[config.mk]
export PLATFORM = sky130hd
export DESIGN_NAME = relu_ctrl
export DESIGN_NICKNAME = d
export VERILOG_FILES = /design/src/rtl/relu_ctrl.sv
export SDC_FILE = /design/constraint.sdc
export NUM_CORES = 2
export LEC_CHECK = 0
export ABC_AREA = 1
export BUFFER_PORTS_ARGS = -buffer_cell sky130_fd_sc_hd__buf_2
export CAP_MARGIN = 10
export CORE_ASPECT_RATIO = 0.75
export CORE_MARGIN = 2
export CORE_UTILIZATION = 30
export DETAILED_ROUTE_END_ITERATION = 8
export HOLD_SLACK_MARGIN = 0.12
export PLACE_DENSITY = 0.5
export SLEW_MARGIN = 20
export SYNTH_ARGS = -nofsm -noshare
export SYNTH_HDL_FRONTEND = slang
export SYNTH_SLANG_ARGS = --single-unit
[constraint.sdc]
create_clock -name clk -period 3.2 [get_ports clk]
set_input_delay 0.64 -clock clk [delete_from_list [all_inputs] [get_ports clk]]
set_output_delay 0.64 -clock clk [all_outputs]
set_load 0.005 [all_outputs]
[src/rtl/relu_ctrl.sv]
// relu_ctrl: walks the source activation memory, issues one relu request
// per element and collects each result into a buffer for the next layer.
module relu_ctrl #(
  parameter int DATA_W  = 32,
  parameter int ADDR_W  = 5,
  parameter int DEPTH   = 32,
  parameter int TIMEOUT = 15
) (
  input  logic              clk,
  input  logic              rst_n,
  input  logic              start,
  input  logic [ADDR_W:0]   num_elem,
  output logic              busy,
  output logic              done,
  output logic [1:0]        err,
  output logic              src_rd_en,
  output logic [ADDR_W-1:0] src_rd_addr,
  input  logic [DATA_W-1:0] src_rd_data,
  output logic              relu_en,
  output logic [DATA_W-1:0] relu_in_data,
  output logic [ADDR_W-1:0] relu_in_addr,
  input  logic [DATA_W-1:0] relu_out_data,
  input  logic [ADDR_W-1:0] relu_out_addr,
  input  logic              relu_out_valid,
  input  logic [ADDR_W-1:0] res_rd_addr,
  output logic [DATA_W-1:0] res_rd_data
);

  localparam int NW = ADDR_W + 1;
  localparam int CW = $clog2(TIMEOUT + 1);

  typedef enum logic [2:0] {
    S_IDLE,
    S_READ,
    S_WAIT_RD,
    S_ISSUE,
    S_WAIT_RES,
    S_DONE
  } state_t;

  state_t            r_state;
  state_t            w_state_nxt;
  logic [NW-1:0]     r_n;
  logic [NW-1:0]     w_n_clamp;
  logic [NW-1:0]     w_idx_inc;
  logic [ADDR_W-1:0] r_idx;
  logic [CW-1:0]     r_wcnt;
  logic              w_hit;
  logic              w_tmo;
  logic              w_last;
  logic              r_done;
  logic [1:0]        r_err;
  logic [DATA_W-1:0] r_in_data;
  logic [ADDR_W-1:0] r_in_addr;
  logic [DATA_W-1:0] r_rd_data;
  logic [DATA_W-1:0] r_buf [DEPTH];

  assign w_n_clamp = (num_elem > NW'(DEPTH)) ? NW'(DEPTH) : num_elem;
  assign w_idx_inc = NW'(r_idx) + NW'(1);
  assign w_last    = (w_idx_inc >= r_n);
  assign w_hit     = (r_state == S_WAIT_RES) && relu_out_valid;
  assign w_tmo     = (r_state == S_WAIT_RES) && !relu_out_valid &&
                     (r_wcnt == CW'(TIMEOUT - 1));

  // State register; reset aborts any run without a done pulse
  always_ff @(posedge clk) begin
    if (!rst_n) r_state <= S_IDLE;
    else        r_state <= w_state_nxt;
  end

  // Next-state decode
  always_comb begin
    w_state_nxt = r_state;
    unique case (r_state)
      S_IDLE: begin
        if (start)
          w_state_nxt = (w_n_clamp == '0) ? S_DONE : S_READ;
      end
      S_READ:    w_state_nxt = S_WAIT_RD;
      S_WAIT_RD: w_state_nxt = S_ISSUE;
      S_ISSUE:   w_state_nxt = S_WAIT_RES;
      S_WAIT_RES: begin
        if (w_hit)
          w_state_nxt = w_last ? S_DONE : S_READ;
        else if (w_tmo)
          w_state_nxt = S_DONE;
      end
      S_DONE:    w_state_nxt = S_IDLE;
      default:   w_state_nxt = S_IDLE;
    endcase
  end

  // Strobe outputs decoded from the current state
  always_comb begin
    busy        = (r_state != S_IDLE);
    src_rd_en   = (r_state == S_READ);
    src_rd_addr = (r_state == S_READ) ? r_idx : '0;
    relu_en     = (r_state == S_ISSUE);
  end

  // Datapath: run bookkeeping, operand hold, result capture, errors
  always_ff @(posedge clk) begin
    if (!rst_n) begin
      r_n       <= '0;
      r_idx     <= '0;
      r_wcnt    <= '0;
      r_done    <= 1'b0;
      r_err     <= '0;
      r_in_data <= '0;
      r_in_addr <= '0;
      r_rd_data <= '0;
      for (int i = 0; i < DEPTH; i++) r_buf[i] <= '0;
    end else begin
      r_done    <= (r_state == S_DONE);
      r_rd_data <= r_buf[res_rd_addr];
      if (r_state == S_IDLE && start) begin
        r_n   <= w_n_clamp;
        r_idx <= '0;
        r_err <= '0;
      end
      if (r_state == S_WAIT_RD) begin
        r_in_data <= src_rd_data;
        r_in_addr <= r_idx;
      end
      if (r_state == S_ISSUE) r_wcnt <= '0;
      if (r_state == S_WAIT_RES) r_wcnt <= r_wcnt + CW'(1);
      if (w_hit) begin
        r_buf[relu_out_addr] <= relu_out_data;
        if (relu_out_addr != r_in_addr) r_err[1] <= 1'b1;
        if (!w_last) r_idx <= w_idx_inc[ADDR_W-1:0];
      end
      if (w_tmo) r_err[0] <= 1'b1;
    end
  end

  assign done         = r_done;
  assign err          = r_err;
  assign relu_in_data = r_in_data;
  assign relu_in_addr = r_in_addr;
  assign res_rd_data  = r_rd_data;

endmodule

=== Yosys cells after proc, flatten, opt, wreduce, memory -nomap -nowiden ===
Memories as Yosys holds them, arrays and structs flattened. A register that Yosys moved wholly into a read port is not among the register bits.
Cells that the tools add are included.

* Output and inout port bits: 80
* Memories: 1
* Logic and storage cells: 60
* Bits of input ports: 84
* Bits in writable memories: 1024
* Bits in registers: 58

{| class="wikitable"
|+ Memory list
! memory !! depth !! bits a word !! read ports !! clocked after memory_dff !! write ports !! line !! source
|-
| r_buf || 32 || 32 || 1 || 1 || 32 || 56 || <nowiki>logic [DATA_W-1:0] r_buf [DEPTH];</nowiki>
|}

* Eq/ne operators: 9
* Multiplexer cells: 24
* Order comparisons: 2
* Reduce and logical (&&, ||, !) cells: 13
* Add/sub/neg operators: 2

{| class="wikitable"
|+ Operators with widths
! kind !! count
|-
| two-way mux 32 bit || 1
|-
| OR reduction 32 bit || 1
|-
| two-way mux 5 bit || 5
|-
| two-way mux 3 bit || 5
|-
| case mux 3 bit (5 select lines) || 1
|-
| two-way mux 1 bit || 8
|-
| two-way mux 4 bit || 2
|-
| adder 5 x 1 -> 6 bit (second input constant) || 1
|-
| == test 3 x 2 -> 1 bit (second input constant) || 2
|-
| == test 3 bit (second input constant) || 2
|-
| >= comparator 6 bit || 1
|-
| > comparator 6 bit (second input constant) || 1
|-
| zero test 6 bit || 1
|-
| two-way mux 6 bit || 1
|-
| inequality test 5 bit || 1
|-
| adder 4 x 1 -> 4 bit (second input constant) || 1
|-
| == test 4 bit (second input constant) || 1
|-
| logical AND 1 bit || 4
|-
| nonzero test 2 bit || 2
|-
| == test 3 x 1 -> 1 bit (second input constant) || 1
|-
| zero test 3 bit || 1
|-
| inequality test 3 bit (second input constant) || 1
|-
| nonzero test 3 bit || 1
|-
| zero test 1 bit || 2
|-
| 3 further kinds || 3
|}

=== Longest topological paths before layout ===
* Word-level depth: 7
* Mapped depth: 12
* Depth with buffers taken out: 12

=== Least setup slack after synthesis ===
OpenSTA, ideal clock, no wires.

* Path type: input -> register
* Start: input relu_out_valid
* End: memory r_buf[0][0] (enable)
* Required time: 2.811 ns
* Arrival time: 2.406 ns
* Path buffers: 1
* Stages on the path: 7
* Path slack: 0.405 ns
* Library setup time: 0.389 ns
* Cells stage by stage: inv_1 > nor2_4 > nand2_1 > nor3_4 > nand2_1 > buf_6 > nand2_1

{| class="wikitable"
|+ RTL lines
! element !! line !! source
|-
| from (decl) || 24 || <nowiki>input logic relu_out_valid,</nowiki>
|-
| to (decl) || 56 ||
|}

==> reports/results.ini <==
[worst_setup_path]
cp_num_buf_inv=2
crit_required_ns=3.57
cp_cell_sequence=nor2_4 -> nand2_1 -> nor2_4 -> nand2_1 -> nor3_4 -> buf_12 -> nand2_1 -> nand2_2 -> buf_4
crit_cells=9
path_max_fanout=32
r2r-end=r_buf[22][7]
rrSetupSlack_ns=0.59
critical_path_class=reg2reg
r2r.worst_path.cells=9
path_common_cell=nand2_1
arrival_ns=2.98
crit_path_end_kind=flip-flop
crit_slowest_cell=buf_4
max_stage_delay_ns=0.46
critPathTopFamily=simple AND/OR/NAND/NOR gates
worstSetupStartpointType=flip-flop
rr_startpoint=r_state[0]

[global_route]
grt_remaining_overflow=0
grt.total_usage=0.1862
grt_max_degree=116
first_global_vias=35610
grt_pass1_wl_um=237500
antenna_found_initial=5

[yosys]
synth_area_leaders=edfxtp_1 (62%), nand2_1 (10%), nor2_1 (10%)
ys_warn_count=0
synth_fa_ha_area_frac=0.002260
synth_seq_area_share=0.6533
synth_top_family_by_area=simple AND/OR/NAND/NOR gates
syn-num-nets=5272
yosysTopAreaCellShare=0.6171
avgSynthCellArea_um2=9.621
synth.distinct_cells=29
synth_mux_area_frac=0
synth_seq_cells=1114
synth_cells=5179
syn-cell-area_um2=49830
yosys.area_share.xor_xnor=0.0008789
synth-compound-area-share=0.01657
yosysTopAreaCell=edfxtp_1
synth-simple-area-share=0.2747

[timing]
tightest_slew_ns=0.9816
rsz0062_at_grt=no
slew_headroom=0.3456
fin_crit_sh=0.8161
fmax_mhz=382.9
clock_skew_ns=0.03390
setup_viol=0
final-max-slew-violation-count=0
hold_viol_final=0
min_period_ns=2.612
setup_tns_ns=0

[floorplanning]
core.rowCount=129
die_h_um=356.9
coreArea_um2=165000
start_util=0.3021
dieArea_um2=169400
ioPinCount=164
die_w_um=474.6

[routing]
maxUsedRoutingLayer=met4
via_per_inst=4.881
met1_length_um=74920
drtAntennaViolNets=0
met3_length_um=12370
met2_length_um=68390
routed_wl_um=158900
dr.pass1.iters=7
num_vias=36950
drcViolationCount=0
initialDrtViolationCount=4075
wl_per_cell_um=20.99

[pwr]
power.density_nw_per_um2=564.7
worst_ir_drop_vdd_v=0.0004074
p_leak_nw=22.86

[clock_network]
ctsHtreeMaxLevel=3
post-cts-setup-buffers=0
clk_pin_slew_worst_paths_ns=0.06
clock_sinks=1114
ctsResizeCount=0
cts_made_buffers=111
clock_latency_ns=0.74
clk_path_buf_depth=3
cts_tree=yes
clock-root-buffer=clkbuf_16

[finish]
drive_gt1_frac=0.1075
nets=5339
fin_util=0.3466
layout_common_cells=nor2_1 (1,322), nand2_1 (1,313), edfxtp_1 (1,024)
fill_cells=16840
final_common_cell=nor2_1
area_growth_syn_to_layout_pct=14.74

[hold_path]
hold-path-endpoint=relu_in_data[19]
hold_start=src_rd_data[19]
hold_path.class=in2reg
min_path_cells=3

[outcome]
status=finished, final reports clean

[place]
port_buffers=163
gp_congestion=0.8087
dp_hpwl_um=96420

[run]
max_cap_viol_count=0

-- tightest hold or removal path, delay by kind of cell --
kind	cells	cell delay, ns
and+or+nand+nor	1	0.08
buffers and inverters	1	0.07
AOI/OAI and AO/OA	1	0.07
-- layout make-up --
cell class / instances / area [um2] / share of cell area
Antenna cell: 2 / 5.005 / 0.00008754
Tap cell: 2227 / 2786 / 0.04874
Sequential cell: 1114 / 32550 / 0.5694
Multi-Input combinational cell: 3563 / 14750 / 0.2580
Clock inverter: 50 / 355.3 / 0.006215
Timing Repair Buffer: 385 / 3288 / 0.05751
Clock buffer: 158 / 3151 / 0.05511
Inverter: 71 / 286.5 / 0.005012
-- cell usage after synthesis, drive strengths merged --
library cell,count
nor3,16
o21ai,132
clkinv,2
nand3b,1
edfxtp,1024
ha,9
nor2,1324
nand4,2
nor4,2
a21oi,21
inv,69
buf,129
xor2,4
dfxtp,90
clkbuf,302
a22oi,3
a211oi,2
o211ai,1
xnor2,1
a21o,1
or2,1
nand2,1345
nand3,697
a21boi,1
-- registers in the layout (all words and copies together) (netlist names), 3 cells and up --
register and count:
r_buf 1024, r_idx 5, r_n 6, r_state 3, r_wcnt 4, relu_in_addr 5
relu_in_data 32, res_rd_data 32
-- how the worst max path moves through the flow --
stage,from,endpoint,slack [ns]
6_report,r_state[0],r_buf[22][7],0.59
5_1_grt,r_state[0],r_buf[22][7],0.41
4_1_cts,r_state[0],r_buf[22][19],0.59
3_5_place_dp,relu_out_valid,r_buf[22][19],0.47
3_3_place_gp,relu_out_valid,r_buf[22][19],0.50
2_1_floorplan,relu_out_valid,r_buf[0][0],0.40
-- per-layer routing --
metal  GRT usage  vias up
li1            -    17280
met1      0.2823    18170
met2      0.2732     1326
met3     0.03416      171
met4     0.04306        0
met5           0        -
-- per-stage QoR --
step                      std cells  worst slack (ns)  hold WS, ns  instance area, um2  power [mW]
final                          7570            0.5885       0.1677               57170       32.28
after global routing           7570            0.4078       0.1513               57170       33.41
after CTS                      7568            0.5931       0.1235               57170       32.57
after detailed placement       7343            0.4683       0.4620               53490       19.79
after global placement         7343            0.4980       0.4568               53490       19.77
after floorplan                5179            0.4049       0.4426               49830       18.40
-- power by group --
group          internal [mW]  leakage, nW  total (mW)  switching [mW]
Combinational          0.823         9.82        2.90            2.08
Clock                   7.01         1.73        12.8            5.79
Sequential              16.4         11.3        16.6           0.197
-- repair_timing --
| action | 4_1_cts | 5_1_grt |
|---|---|---|
| hold buffers | 17 | 0 |
| setup endpoints to repair | 0 | 0 |
| endpoints found under the hold margin | 17 | 0 |
-- cell families (layout without fill, tap and decap cells) --
logic type / after synthesis / after routing
AND/OR/NAND/NOR: 3388 / 3388
flip-flops: 1114 / 1114
buffers and inverters: 502 / 664
AO/OA/AOI/OAI: 161 / 161
adder cells (fa/ha/maj): 9 / 9
XOR/XNOR: 5 / 5
other: 0 / 2
Note: power is estimated with default switching activity, not from simulation.
